<file path="config.mk">
export PLATFORM = sky130hd
export DESIGN_NAME = batcharger_adcseq
export DESIGN_NICKNAME = d
export VERILOG_FILES = /design/src/rtl/batcharger_adcseq.sv
export SDC_FILE = /design/constraint.sdc
export NUM_CORES = 1
export LEC_CHECK = 0
export ABC_AREA = 1
export BUFFER_PORTS_ARGS = -buffer_cell sky130_fd_sc_hd__buf_2
export CORE_MARGIN = 1
export CORE_UTILIZATION = 25
export CTS_BUF_LIST = sky130_fd_sc_hd__clkbuf_2
export CTS_CLUSTER_DIAMETER = 120
export DETAILED_ROUTE_END_ITERATION = 12
export PLACE_DENSITY = 0.47
export SKIP_LAST_GASP = 1
export SLEW_MARGIN = 10
export SYNTH_ARGS = -nofsm -noshare
export SYNTH_HDL_FRONTEND = slang
export SYNTH_SLANG_ARGS = --single-unit
</file>
<file path="constraint.sdc">
create_clock -name clk -period 2.4 [get_ports clk]
set_clock_uncertainty 0.2 [all_clocks]
set_input_delay 0.24 -clock clk [delete_from_list [all_inputs] [get_ports clk]]
set_output_delay 0.24 -clock clk [all_outputs]
set_load 0.05 [all_outputs]
</file>
<file path="src/rtl/batcharger_adcseq.sv">
// ADC-side sequencer for the battery charger: time-multiplexes one 8-bit ADC
// over the voltage/current/temperature channels and reports when all enabled samples are fresh.
module batcharger_adcseq #(
  parameter int SETTLE_CYC  = 4,
  parameter int TIMEOUT_CYC = 64
) (
  input  logic       clk,
  input  logic       rst,
  input  logic       en,
  input  logic       vmonen,
  input  logic       imonen,
  input  logic       tmonen,
  output logic [1:0] adc_sel,
  output logic       adc_start,
  input  logic       adc_done,
  input  logic [7:0] adc_data,
  output logic [7:0] vbat,
  output logic [7:0] ibat,
  output logic [7:0] tbat,
  output logic       vtok,
  output logic       adc_err
);

  typedef enum logic [2:0] {S_IDLE, S_SETTLE, S_START, S_WAIT, S_STORE} state_e;

  localparam logic [7:0] SETTLE_LAST  = 8'(SETTLE_CYC - 1);
  localparam logic [7:0] TIMEOUT_LAST = 8'(TIMEOUT_CYC - 1);

  state_e     state_q;
  logic [1:0] ch_q;
  logic [2:0] round_q;
  logic [7:0] settle_q;
  logic [7:0] tmo_q;
  logic [7:0] data_q;
  logic       wr_q;
  logic       fail_q;
  logic [1:0] sel_q;
  logic       start_q;
  logic [7:0] vbat_q, ibat_q, tbat_q;
  logic       vtok_q;
  logic       err_q;

  logic [2:0] live_mask;
  logic       mismatch;
  logic [2:0] rem_d;
  logic       last_d;
  logic [1:0] nxt_d;
  logic [1:0] first_d;

  function automatic logic [1:0] lowest(input logic [2:0] m);
    if (m[0])      return 2'd0;
    else if (m[1]) return 2'd1;
    else           return 2'd2;
  endfunction

  assign live_mask = {tmonen, imonen, vmonen};
  assign mismatch  = (live_mask != round_q);

  // Channels of the round mask still to be sampled after the current one.
  always_comb begin
    rem_d = 3'b000;
    case (ch_q)
      2'd0:    rem_d = {round_q[2:1], 1'b0};
      2'd1:    rem_d = {round_q[2], 2'b00};
      default: rem_d = 3'b000;
    endcase
  end

  assign last_d  = (rem_d == 3'b000);
  assign nxt_d   = lowest(rem_d);
  assign first_d = lowest(live_mask);

  always_ff @(posedge clk or posedge rst) begin
    if (rst) begin
      state_q  <= S_IDLE;
      ch_q     <= 2'd0;
      round_q  <= 3'b000;
      settle_q <= 8'd0;
      tmo_q    <= 8'd0;
      data_q   <= 8'h00;
      wr_q     <= 1'b0;
      fail_q   <= 1'b0;
      sel_q    <= 2'b00;
      start_q  <= 1'b0;
      vbat_q   <= 8'h00;
      ibat_q   <= 8'h00;
      tbat_q   <= 8'h00;
      vtok_q   <= 1'b0;
      err_q    <= 1'b0;
    end else if (!en) begin
      state_q  <= S_IDLE;
      start_q  <= 1'b0;
      settle_q <= 8'd0;
      tmo_q    <= 8'd0;
      wr_q     <= 1'b0;
      fail_q   <= 1'b0;
      vtok_q   <= 1'b0;
      err_q    <= 1'b0;
    end else begin
      start_q <= 1'b0;
      case (state_q)
        S_IDLE: begin
          if (live_mask != 3'b000) begin
            round_q  <= live_mask;
            ch_q     <= first_d;
            sel_q    <= first_d;
            settle_q <= 8'd0;
            fail_q   <= 1'b0;
            state_q  <= S_SETTLE;
          end
        end
        S_SETTLE: begin
          if (settle_q == SETTLE_LAST) begin
            settle_q <= 8'd0;
            start_q  <= 1'b1;
            state_q  <= S_START;
          end else begin
            settle_q <= settle_q + 8'd1;
          end
        end
        S_START: begin
          tmo_q   <= 8'd0;
          state_q <= S_WAIT;
        end
        S_WAIT: begin
          if (adc_done) begin
            data_q  <= adc_data;
            wr_q    <= 1'b1;
            state_q <= S_STORE;
          end else if (tmo_q == TIMEOUT_LAST) begin
            // Abandon the conversion: pass through STORE without writing.
            tmo_q   <= 8'd0;
            wr_q    <= 1'b0;
            err_q   <= 1'b1;
            fail_q  <= 1'b1;
            vtok_q  <= 1'b0;
            state_q <= S_STORE;
          end else begin
            tmo_q <= tmo_q + 8'd1;
          end
        end
        S_STORE: begin
          if (wr_q) begin
            case (ch_q)
              2'd0:    vbat_q <= data_q;
              2'd1:    ibat_q <= data_q;
              default: tbat_q <= data_q;
            endcase
          end
          if (last_d) begin
            if (!fail_q && !mismatch) vtok_q <= 1'b1;
            state_q <= S_IDLE;
          end else begin
            ch_q     <= nxt_d;
            sel_q    <= nxt_d;
            settle_q <= 8'd0;
            state_q  <= S_SETTLE;
          end
        end
        default: state_q <= S_IDLE;
      endcase
      // A live mask that no longer matches the round invalidates both vtok and the round.
      if (mismatch) begin
        vtok_q <= 1'b0;
        if (state_q != S_IDLE) fail_q <= 1'b1;
      end
    end
  end

  assign adc_sel   = sel_q;
  assign adc_start = start_q;
  assign vbat      = vbat_q;
  assign ibat      = ibat_q;
  assign tbat      = tbat_q;
  assign vtok      = vtok_q;
  assign adc_err   = err_q;

endmodule

</file>
Word level (Yosys, flattened, before mapping)
Cells that the tools add are included.

Register bits: 61. Word-level logic and storage cells: 113.

Add/sub/neg operators: 2. Eq/ne operators: 26. Mux-type cells: 48. Bitwise operators: 1. Reduce and logical (&&, ||, !) cells: 22.

Operators with widths (number): $mux 8 (7); $pmux 8 s3 (1); $mux 1 (23); $ne 4x4->1 const B (5); $add 8x1->8 const B (2); $pmux 8 s2 (1); $reduce_and 4->1 (4); $mux 3 (5); $pmux 3 s5 (1); $reduce_and 3->1 (5); $mux 2 (6); $ne 3x3->1 const B (4); $eq 8x2->1 const B (1); $eq 8x6->1 const B (1); $ne 4x1->1 const B (2); $eq 3x2->1 const B (2); $logic_not 3->1 (2); $ne 2x2->1 const B (3); $ne 3x1->1 const B (2); $pmux 3 s2 (1); $reduce_bool 3->1 (2); $reduce_and 5->1 (1); $ne 2x1->1 const B (2); $pmux 1 s2 (2); 12 further kinds (14).

Logic depth before layout (Yosys ltp)
Gate-level depths: netlist of the first run.

Depth in word-level cells: 8. Gate-level depth with buffers: 9. Mapped depth without buffers: 9.

Worst setup path before layout of the first run
No wires, ideal clock.

Kind: register to register. From: reg adc_sel[0] (netlist name). To: reg settle_q[4]. Setup time: 0.127 ns. Arrival time: 1.302 ns. Data required time: 2.073 ns. Slack: 0.771 ns. Cell stages (with the launch flop): 9. Path buffers: 0. Path through: dfrtp_1 > nor2_1 > nand2_1 > nand2_1 > nand2_1 > nand2_1 > o21ai_2 > nand2_1 > o21ai_0.

RTL lines: end signal: assignment (line 118) `settle_q <= settle_q + 8'd1;`; end: declaration (line 32) `logic [7:0] settle_q;`.

Final worst setup path of the first run
From: reg sel_q[0] (netlist: adc_sel[0]). To: out adc_sel[0].

RTL lines: start: declaration (line 37) `logic [1:0] sel_q;`; start signal: assignment (line 106) `sel_q <= first_d;`; start signal: assignment (line 155) `sel_q <= nxt_d;`; end: declaration (line 13) `output logic [1:0] adc_sel,`.

No word-level cell between the ends.

==> summary.txt, run 1 <==
Leak -> 1.84 nW
first-pass GRT wire length -> 11300 um
dpl ws -> 0.694 ns
Critical Path Start Type -> flop
count leader, synth -> nand2_1
IO buf count -> 43
setup TNS -> 0 ns
R2R cell count -> 6
routed vias/inst -> 4.36
Vias -> 2463
Net Count, Synth -> 368
Root Buffer -> clkbuf_2
Yosys reg bits -> 61
worst ir drop on vdd -> 0.000321 V
run status -> complete, no violations
Die Width -> 111 um
Cell Area, Placed -> 3310 sq um
hpwl dp -> 4750 um
Post-CTS Setup Repair Bufs -> 0
Post-synth ARST share -> 1.00
Die Y -> 111 um
post-synth cell types -> 29
Critical Path AT -> 1.31 ns
antenna violations before repair -> 1
DRT iter0 DRCs -> 169
Worst path max stage delay -> 0.50 ns
Final Max Slew Viols -> 0
final worst slack -> 0.651 ns
Finished Cell Area -> 3620 sq um
post-synthesis sequential area ratio -> 0.518
post-synthesis cell count -> 351
CTS Hold Bufs -> 14
number of flops mapped to enable cells by yosys -> 0
buffers plus inverters on the worst setup path -> 1
Worst slew margin -> 0.636
setup violators final -> 0
Core ar. -> 11500 sq um
Mean Syn Cell Area -> 8.40 sq um
# DRC -> 0
Routed Antenna Nets -> 0
critical path depth in cells -> 1
Crit. Startpoint -> adc_sel[0]$_DFFE_PP0P_
Site Rows -> 39
post-synth top area share -> 0.518
Syn-to-layout area delta -> 22.9%
Resize count post-CTS -> 0
Area contributors post-synth -> dfrtp_1 (52%), nand2_1 (12%), inv_1 (5.3%)
Worst path slowest cell -> dfrtp_1
TritonCTS clock tree -> done
CTS max path bufs -> 2
cell family with the largest share of critical-path delay -> flip-flops
Initial Utilization -> 0.257
mapped cell area -> 2950 sq um
Yosys warning count -> 0
Clock Sinks -> 61
largest net degree at the start of global routing -> 26
GRT Overall Usage -> 0.116
Detailed Route WL -> 6700 um
worst-margin pin slew -> 0.545 ns
dominant synthesized flop cell -> dfrtp_1
maximum clock rate -> 572 MHz
share of layout cells above drive strength 1 -> 0.226
CP Cell Sequence -> buf_2
gr ovfl total -> 0
CTS Buf Count -> 9
WL/cell -> 11.9 um
Worst-path clk slew -> 0.20 ns
final hold violation count -> 0
Hold WC Path Type -> in -> async
power density cells -> 800 nW/um^2
Critical Path Sink Type -> output pin
Nets -> 433
WHS -> 0.0916 ns
period utilisation layout -> 0.729
Worst R2R Start -> state_q[1]$_DFFE_PP0P_
max-cap viol count -> 0
worst path required time -> 1.96 ns
routability congestion estimate -> 0.771
worst skew pair latency -> 0.50 ns
synth cell count leaders -> nand2_1 (92), dfrtp_1 (61), inv_1 (42)
CTS H-tree depth -> 3
Die Footprint -> 12200 sq um
First-pass DRT Iterations -> 5
critical-path maximum fanout -> 4
Tmin final -> 1.75 ns
post-synth top area cell -> dfrtp_1
vias in the first global route -> 2364
CP Class -> reg -> out
unrepaired setup endpoints after global routing -> false
io pins -> 44
-- worst reg2reg max path, stage by stage, from the launching register on --
cell     delay (ns)
dfrtp_1        0.51
nor2_2         0.19
nand2_2        0.11
nor2_4         0.15
nand2_2        0.25
nand2_1        0.16
o21ai_2        0.06
-- cell type report --
type,count,area [sq um]
fill,1225,7840
sequential,61,1530
multi-input combinational,240,1200
timing repair buffer,60,378
tap,143,179
inverter,44,165
clock inverter,7,124
clock buffer,9,45.0
antenna,1,2.50
-- sequential cells by signal (all words and copies together), names as in the netlist --
register and cells:
settle_q 8, fail_q 1, state_q 3, data_q 8, adc_err 1, tmo_q 8, vtok 1, adc_sel 2
round_q 3, vbat 8, adc_start 1, ibat 8, wr_q 1, tbat 8
-- per-layer routing --
metal / wire length [um] / GRT usage / vias up / share of wire
li1: - / - / 1263 / -
met2: 2940 / 0.181 / 60 / 0.44
met1: 3350 / 0.150 / 1130 / 0.50
met4: 122 / 0.0507 / 0 / 0.018
met3: 290 / 0.0296 / 10 / 0.043
met5: 0 / 0 / - / 0
-- report_power, final --
group          switching [mW]  total [mW]  internal, mW
combinational           0.519       0.732         0.213
sequential              0.112        1.29          1.17
clock                   0.429       0.883         0.454
-- per-stage QoR --
step,power [mW],cells,util
5_1_grt,3.11,565,0.316
2_1_floorplan,1.85,351,-
3_5_place_dp,2.04,534,0.289
6_report,2.90,565,0.316
4_1_cts,2.95,564,0.316
3_3_place_gp,2.03,534,0.289
-- logic make-up after synthesis --
| family | share of synthesized area |
|---|---|
| and+or+nand+nor | 0.254 |
| AOI/OAI and AO/OA | 0.131 |
| DFF | 0.518 |
| buffers and inverters | 0.0742 |
| xor gates and xnor gates | 0.0149 |
| adders and majority gates | 0.00848 |
-- path summary, 6_finish.rpt --
path                                           endpoint  slack [ns]
worst max register to register      tbat[3]$_DFFE_PP0P_        0.69
worst min-delay path                ibat[0]$_DFFE_PP0P_        0.09
worst min register to register      ibat[5]$_DFFE_PP0P_        0.30
max in group asynchronous       settle_q[2]$_DFFE_PP0P_        1.27
worst max-delay path                         adc_sel[0]        0.65
min in group clk                  data_q[1]$_DFFE_PP0P_        0.27
-- placed cells by master, fill, tap and decap left out --
master	netlist	final
nand2_1	92	92
dfrtp_1	61	61
buf_2	1	43
inv_1	42	41
nor2_1	30	30
o21ai_0	29	29
nand3_1	27	27
o21ai_2	17	17
dlygate4sd3_1	0	14
o21ai_1	9	9
clkbuf_2	0	9
nand2_2	5	5
nand4_1	5	5
a21oi_1	5	5
nor2_2	3	3
inv_2	2	3
xor2_1	3	3
clkinv_4	0	3
bufinv_16	0	3
buf_4	2	3
nor3_1	2	2
xnor2_1	2	2
ha_1	2	2
diode_2	0	1
nand2_4	1	1
nor3_2	1	1
a21boi_0	1	1
nand3b_1	1	1
nor2_4	1	1
or2_2	1	1
nand3_4	1	1
o21a_1	1	1
o21bai_1	1	1
clkinvlp_4	0	1
Note: power is estimated with default switching activity, not from simulation.
==> run 2: changes to the inputs <==
--- a/config.mk
+++ b/config.mk
@@ -12,7 +12,7 @@
 export CTS_BUF_LIST = sky130_fd_sc_hd__clkbuf_2
 export CTS_CLUSTER_DIAMETER = 120
 export DETAILED_ROUTE_END_ITERATION = 12
-export PLACE_DENSITY = 0.47
+export PLACE_DENSITY = 0.49
 export SKIP_LAST_GASP = 1
 export SLEW_MARGIN = 10
 export SYNTH_ARGS = -nofsm -noshare
==> constraint.sdc (replaced) <==
create_clock -name clk -period 1.6 [get_ports clk]
set_clock_uncertainty 0.2 [all_clocks]
set_input_delay 0.16 -clock clk [delete_from_list [all_inputs] [get_ports clk]]
set_output_delay 0.16 -clock clk [all_outputs]
set_load 0.05 [all_outputs]
==> run 2 against run 1 <==
Net effect: combinational power increased by 130%; via count increased by 4.8%; highest routed layer unchanged; sequential cell count unchanged; largest cell class unchanged.
==> summary.txt, run 2 (synthesis results as in run 1) <==
run status -> complete, no violations
Critical Path AT -> 1.21 ns
Worst path slowest cell -> dfrtp_2
R2R setup slack -> 0.04 ns
Core ar. -> 11500 sq um
period utilisation layout -> 0.982
share of layout cells above drive strength 1 -> 0.352
gr ovfl total -> 0
non-filler instance count after layout -> 600
WL met3 -> 229 um
worst-margin pin slew -> 0.336 ns
Worst R2R Start -> state_q[2]$_DFFE_PP0P_
RR Endpoint -> state_q[1]$_DFFE_PP0P_
io pins -> 44
Worst-path clk slew -> 0.18 ns
GRT Overall Usage -> 0.123
unrepaired setup endpoints after global routing -> true
Die Width -> 111 um
M1 WL -> 3350 um
Initial Utilization -> 0.257
antenna violations before repair -> 0
Cell Area, Placed -> 3520 sq um
Worst path max stage delay -> 0.47 ns
IO buf count -> 43
final hold violation count -> 0
max-cap viol count -> 0
WL met2 -> 3540 um
first-pass GRT wire length -> 12100 um
DRT iter0 DRCs -> 100
maximum clock rate -> 636 MHz
post-route core utilization -> 0.358
ant diodes -> 0
hpwl dp -> 4950 um
Routed Antenna Nets -> 0
Die Footprint -> 12200 sq um
# DRC -> 0
largest net degree at the start of global routing -> 62
Clock Sinks -> 61
setup TNS -> 0 ns
CP Class -> reg -> out
Hold WC Path Type -> in -> async
Root Buffer -> clkbuf_2
Tmin final -> 1.57 ns
Finished Cell Area -> 4100 sq um
CP Cell Sequence -> buf_6 -> buf_8
worst ir drop on vdd -> 0.000474 V
CTS max path bufs -> 2
worst skew pair latency -> 0.48 ns
Cells after DPL -> 558
routed vias/inst -> 4.30
Worst slew margin -> 0.776
critical-path maximum fanout -> 3
Syn-to-layout area delta -> 39.1%
R2R cell count -> 6
Die Y -> 111 um
Nets -> 469
TritonCTS clock tree -> done
Max Used Layer -> met4
CTS Buf Count -> 9
Layout fillers -> 1181
First-pass DRT Iterations -> 4
vias in the first global route -> 2560
commonest non-fill, non-tap cell in the layout -> nand2_1
Vias -> 2582
Final Max Slew Viols -> 0
routability congestion estimate -> 0.757
Critical Path Sink Type -> output pin
power density cells -> 1190 nW/um^2
worst path required time -> 1.24 ns
WL/cell -> 12.0 um
Detailed Route WL -> 7230 um
most frequent cells in the layout -> nand2_1 (84), dfrtp_1 (57), buf_2 (41)
Leak -> 2.04 nW
Site Rows -> 39
CTS H-tree depth -> 3
Critical Path Start Type -> flop
setup violators final -> 0
## run 2: changes by cell type in the layout (fill, tap and decap cells not counted), sizes merged
cell	before	now
nand3	28	29
diode	1	0
inv	44	43
buf	46	81
clkinv	3	4
## run 2: critical path: cells and delay by family, from the launching register on
kind,cells,cell delay (ns)
buffers and inverters,2,0.27
DFF,1,0.47
## run 2: worst max-delay path by stage
stage                                start                endpoint
CTS                 adc_sel[0]$_DFFE_PP0P_              adc_sel[0]
global placement    state_q[2]$_DFFE_PP0P_  adc_sel[1]$_DFFE_PP0P_
detailed placement  state_q[1]$_DFFE_PP0P_     vbat[4]$_DFFE_PP0P_
floorplan           state_q[1]$_DFFE_PP0P_     ibat[0]$_DFFE_PP0P_
finish              adc_sel[0]$_DFFE_PP0P_              adc_sel[0]
global route        state_q[1]$_DFFE_PP0P_  state_q[0]$_DFFE_PP0P_
## run 2: timing repair
| action | 4_1_cts | 5_1_grt |
|---|---|---|
| setup buffers | 1 | 10 |
| resized for setup | 5 | 50 |
| pin swaps | 1 | 17 |
| hold buffers | 14 | 0 |
| cloned | 0 | 1 |
| hold endpoints to repair | 84 | 0 |
| endpoints found under the setup margin | 25 | 52 |
## run 2: per-layer routing
metal,vias up,GRT usage
met1,1197,0.153
met3,8,0.0241
met2,41,0.207
met4,0,0.0533
met5,-,0
li1,1336,-
## run 2: metrics by stage
stage | setup slack (ns) | hold WS [ns] | total power, mW
6_report | 0.0282 | 0.0716 | 4.90
5_1_grt | -0.0537 | 0.0929 | 5.22
4_1_cts | -0.0491 | 0.0622 | 4.65
3_5_place_dp | -0.000243 | 0.0848 | 3.29
3_3_place_gp | 0.0127 | 0.0766 | 3.27
2_1_floorplan | 0.0684 | 0.0722 | 2.77
## run 2: area by class of cell
class,instances,area (sq um),share of cell area
Sequential cell,61,1530,0.373
Multi-Input combinational cell,241,1360,0.332
Timing Repair Buffer,95,698,0.170
Tap cell,143,179,0.0436
Inverter,44,171,0.0418
Clock inverter,7,114,0.0278
Clock buffer,9,45.0,0.0110
## run 2: power by group
group | leakage [nW] | internal, mW | switching, mW
clock | 0.0956 | 0.669 | 0.606
sequential | 0.812 | 1.77 | 0.166
combinational | 1.14 | 0.668 | 1.02
total | 2.04 | 3.10 | 1.79
==> run 3: changes to the inputs <==
--- a/config.mk
+++ b/config.mk
@@ -7,7 +7,7 @@
 export LEC_CHECK = 0
 export ABC_AREA = 1
 export BUFFER_PORTS_ARGS = -buffer_cell sky130_fd_sc_hd__buf_2
-export CORE_MARGIN = 1
+export CORE_MARGIN = 2
 export CORE_UTILIZATION = 25
 export CTS_BUF_LIST = sky130_fd_sc_hd__clkbuf_2
 export CTS_CLUSTER_DIAMETER = 120
==> run 3 against run 2 <==
Net effect: via count stayed put; largest cell class unchanged; highest routed layer unchanged; sequential share of layout area is 0.86 points higher; setup slack better by 0.00099 ns; global-route usage is 0.32 points lower; fmax hardly changed; critical endpoint is now adc_sel[1]; die area is 3.6% higher; total power is 12% lower.
==> summary.txt, run 3 (synthesis results as in run 1) <==
non-filler instance count after layout -> 601
Final Power -> 4.30 mW
hpwl dp -> 5110 um
io pins -> 44
Worst path slowest cell -> dfrtp_2
buffers plus inverters on the worst setup path -> 1
Die Y -> 113 um
routability congestion estimate -> 0.746
worst path required time -> 1.24 ns
worst skew pair latency -> 0.49 ns
CP Cell Sequence -> buf_4
Routed Antenna Nets -> 0
Layout fillers -> 1197
ant diodes -> 0
switching share of power -> 0.401
CTS H-tree depth -> 3
Worst R2R Start -> state_q[0]$_DFFE_PP0P_
worst ir drop on vdd -> 0.000363 V
Core ar. -> 11500 sq um
share of layout cells above drive strength 1 -> 0.341
IO buf count -> 43
Hold WC Path Type -> in -> reg
post-route core utilization -> 0.350
R2R cell count -> 7
most frequent cells in the layout -> nand2_1 (89), dfrtp_1 (56), inv_1 (38)
Clock Sinks -> 61
RR Endpoint -> ibat[3]$_DFFE_PP0P_
Detailed Route WL -> 7240 um
max-cap viol count -> 0
vias in the first global route -> 2599
Tmin final -> 1.57 ns
hold path endpoint -> data_q[1]$_DFFE_PP0P_
Critical Path Start Type -> flop
Die Footprint -> 12700 sq um
Die Width -> 113 um
critical path depth in cells -> 1
DRT iter0 DRCs -> 133
First-pass DRT Iterations -> 4
Nets -> 470
Worst Hold Path Cells -> 4
Critical Path AT -> 1.21 ns
setup violators final -> 0
run status -> complete, no violations
largest net degree at the start of global routing -> 25
Reg power frac -> 0.448
WL/cell -> 12.0 um
FF/Latch Area -> 1530 sq um
Final Max Slew Viols -> 0
Sw Pwr -> 1.73 mW
unrepaired setup endpoints after global routing -> true
Site Rows -> 39
Initial Utilization -> 0.257
GRT Overall Usage -> 0.120
multi-input logic area -> 1330 sq um
R2R setup slack -> 0.04 ns
critical-path maximum fanout -> 5
Cells after DPL -> 562
maximum clock rate -> 637 MHz
final hold violation count -> 0
antenna violations before repair -> 0
Critical Path Sink Type -> output pin
TritonCTS clock tree -> done
Vias -> 2582
power density cells -> 1070 nW/um^2
# DRC -> 0
first-pass GRT wire length -> 12200 um
internal power -> 2.58 mW
combinational power share -> 0.368
Leak -> 2.01 nW
CP Class -> reg -> out
Worst slew margin -> 0.676
period utilisation layout -> 0.982
Worst-path clk slew -> 0.19 ns
Worst path max stage delay -> 0.49 ns
Syn-to-layout area delta -> 36.1%
CTS Buf Count -> 9
Root Buffer -> clkbuf_2
cell family with the largest share of critical-path delay -> flip-flops
Clock power frac -> 0.183
commonest non-fill, non-tap cell in the layout -> nand2_1
gr ovfl total -> 0
CTS max path bufs -> 2
worst-margin pin slew -> 0.486 ns
routed vias/inst -> 4.30
Hold Crit Start -> adc_data[1]
==> run 3: changes by cell type in the layout (fill, tap and decap cells not counted), moves of 4 or more <==
cell and delta:
buf_2 -4, clkbuf_4 +4, nand2_1 +5, nand2_2 -6
o21ai_1 -4
==> run 3: worst max path at each step <==
stage / start / to / slack [ns]
2_1_floorplan: state_q[1]$_DFFE_PP0P_ / ibat[0]$_DFFE_PP0P_ / 0.07
3_3_place_gp: state_q[1]$_DFFE_PP0P_ / vbat[5]$_DFFE_PP0P_ / 0.003
3_5_place_dp: state_q[1]$_DFFE_PP0P_ / vbat[5]$_DFFE_PP0P_ / -0.02
4_1_cts: adc_sel[0]$_DFFE_PP0P_ / adc_sel[0] / -0.05
5_1_grt: state_q[0]$_DFFE_PP0P_ / tbat[4]$_DFFE_PP0P_ / -0.05
6_report: adc_sel[1]$_DFFE_PP0P_ / adc_sel[1] / 0.03
==> run 3: final cells by class <==
class / instances / share of cell area
timing repair buffer: 96 / 0.178
multi-input combinational: 241 / 0.331
clock buffer: 9 / 0.0112
inverter: 44 / 0.0427
tap: 143 / 0.0446
sequential: 61 / 0.382
clock inverter: 7 / 0.0106
==> run 3: what timing repair did <==
action                     CTS  global route
hold buffers                15             0
hold endpoints to repair    86             0
cloned                       0             1
setup buffers                0             7
gates resized for setup      6            40
pin swaps                    0            18
setup endpoints to repair   11            53
==> run 3: power groups by stage <==
stage               combinational [mW]  sequential [mW]  clock (mW)
CTS                               1.39             1.90       0.838
finish                            1.58             1.93       0.789
global route                      1.77             1.96       0.893
detailed placement                1.32             1.93           0
floorplan                        0.732             2.04           0
global placement                  1.31             1.92           0
==> run 3: through the flow <==
step           hold slack [ns]  area [sq um]  worst slack, ns  TNS (ns)
3_5_place_dp            0.0220          3550          -0.0194   -0.0590
2_1_floorplan           0.0722          2960           0.0684         0
6_report                 0.204          4010           0.0292         0
5_1_grt                  0.197          4010          -0.0531    -0.698
4_1_cts                  0.170          3820          -0.0466    -0.227
3_3_place_gp            0.0201          3550          0.00319         0
==> run 3: layer usage <==
metal | global-route usage | vias up | share of wire
met5 | 0 | - | 0
met4 | 0.0520 | 0 | 0.015
met3 | 0.0227 | 11 | 0.037
met2 | 0.200 | 51 | 0.48
met1 | 0.151 | 1184 | 0.47
li1 | - | 1336 | -
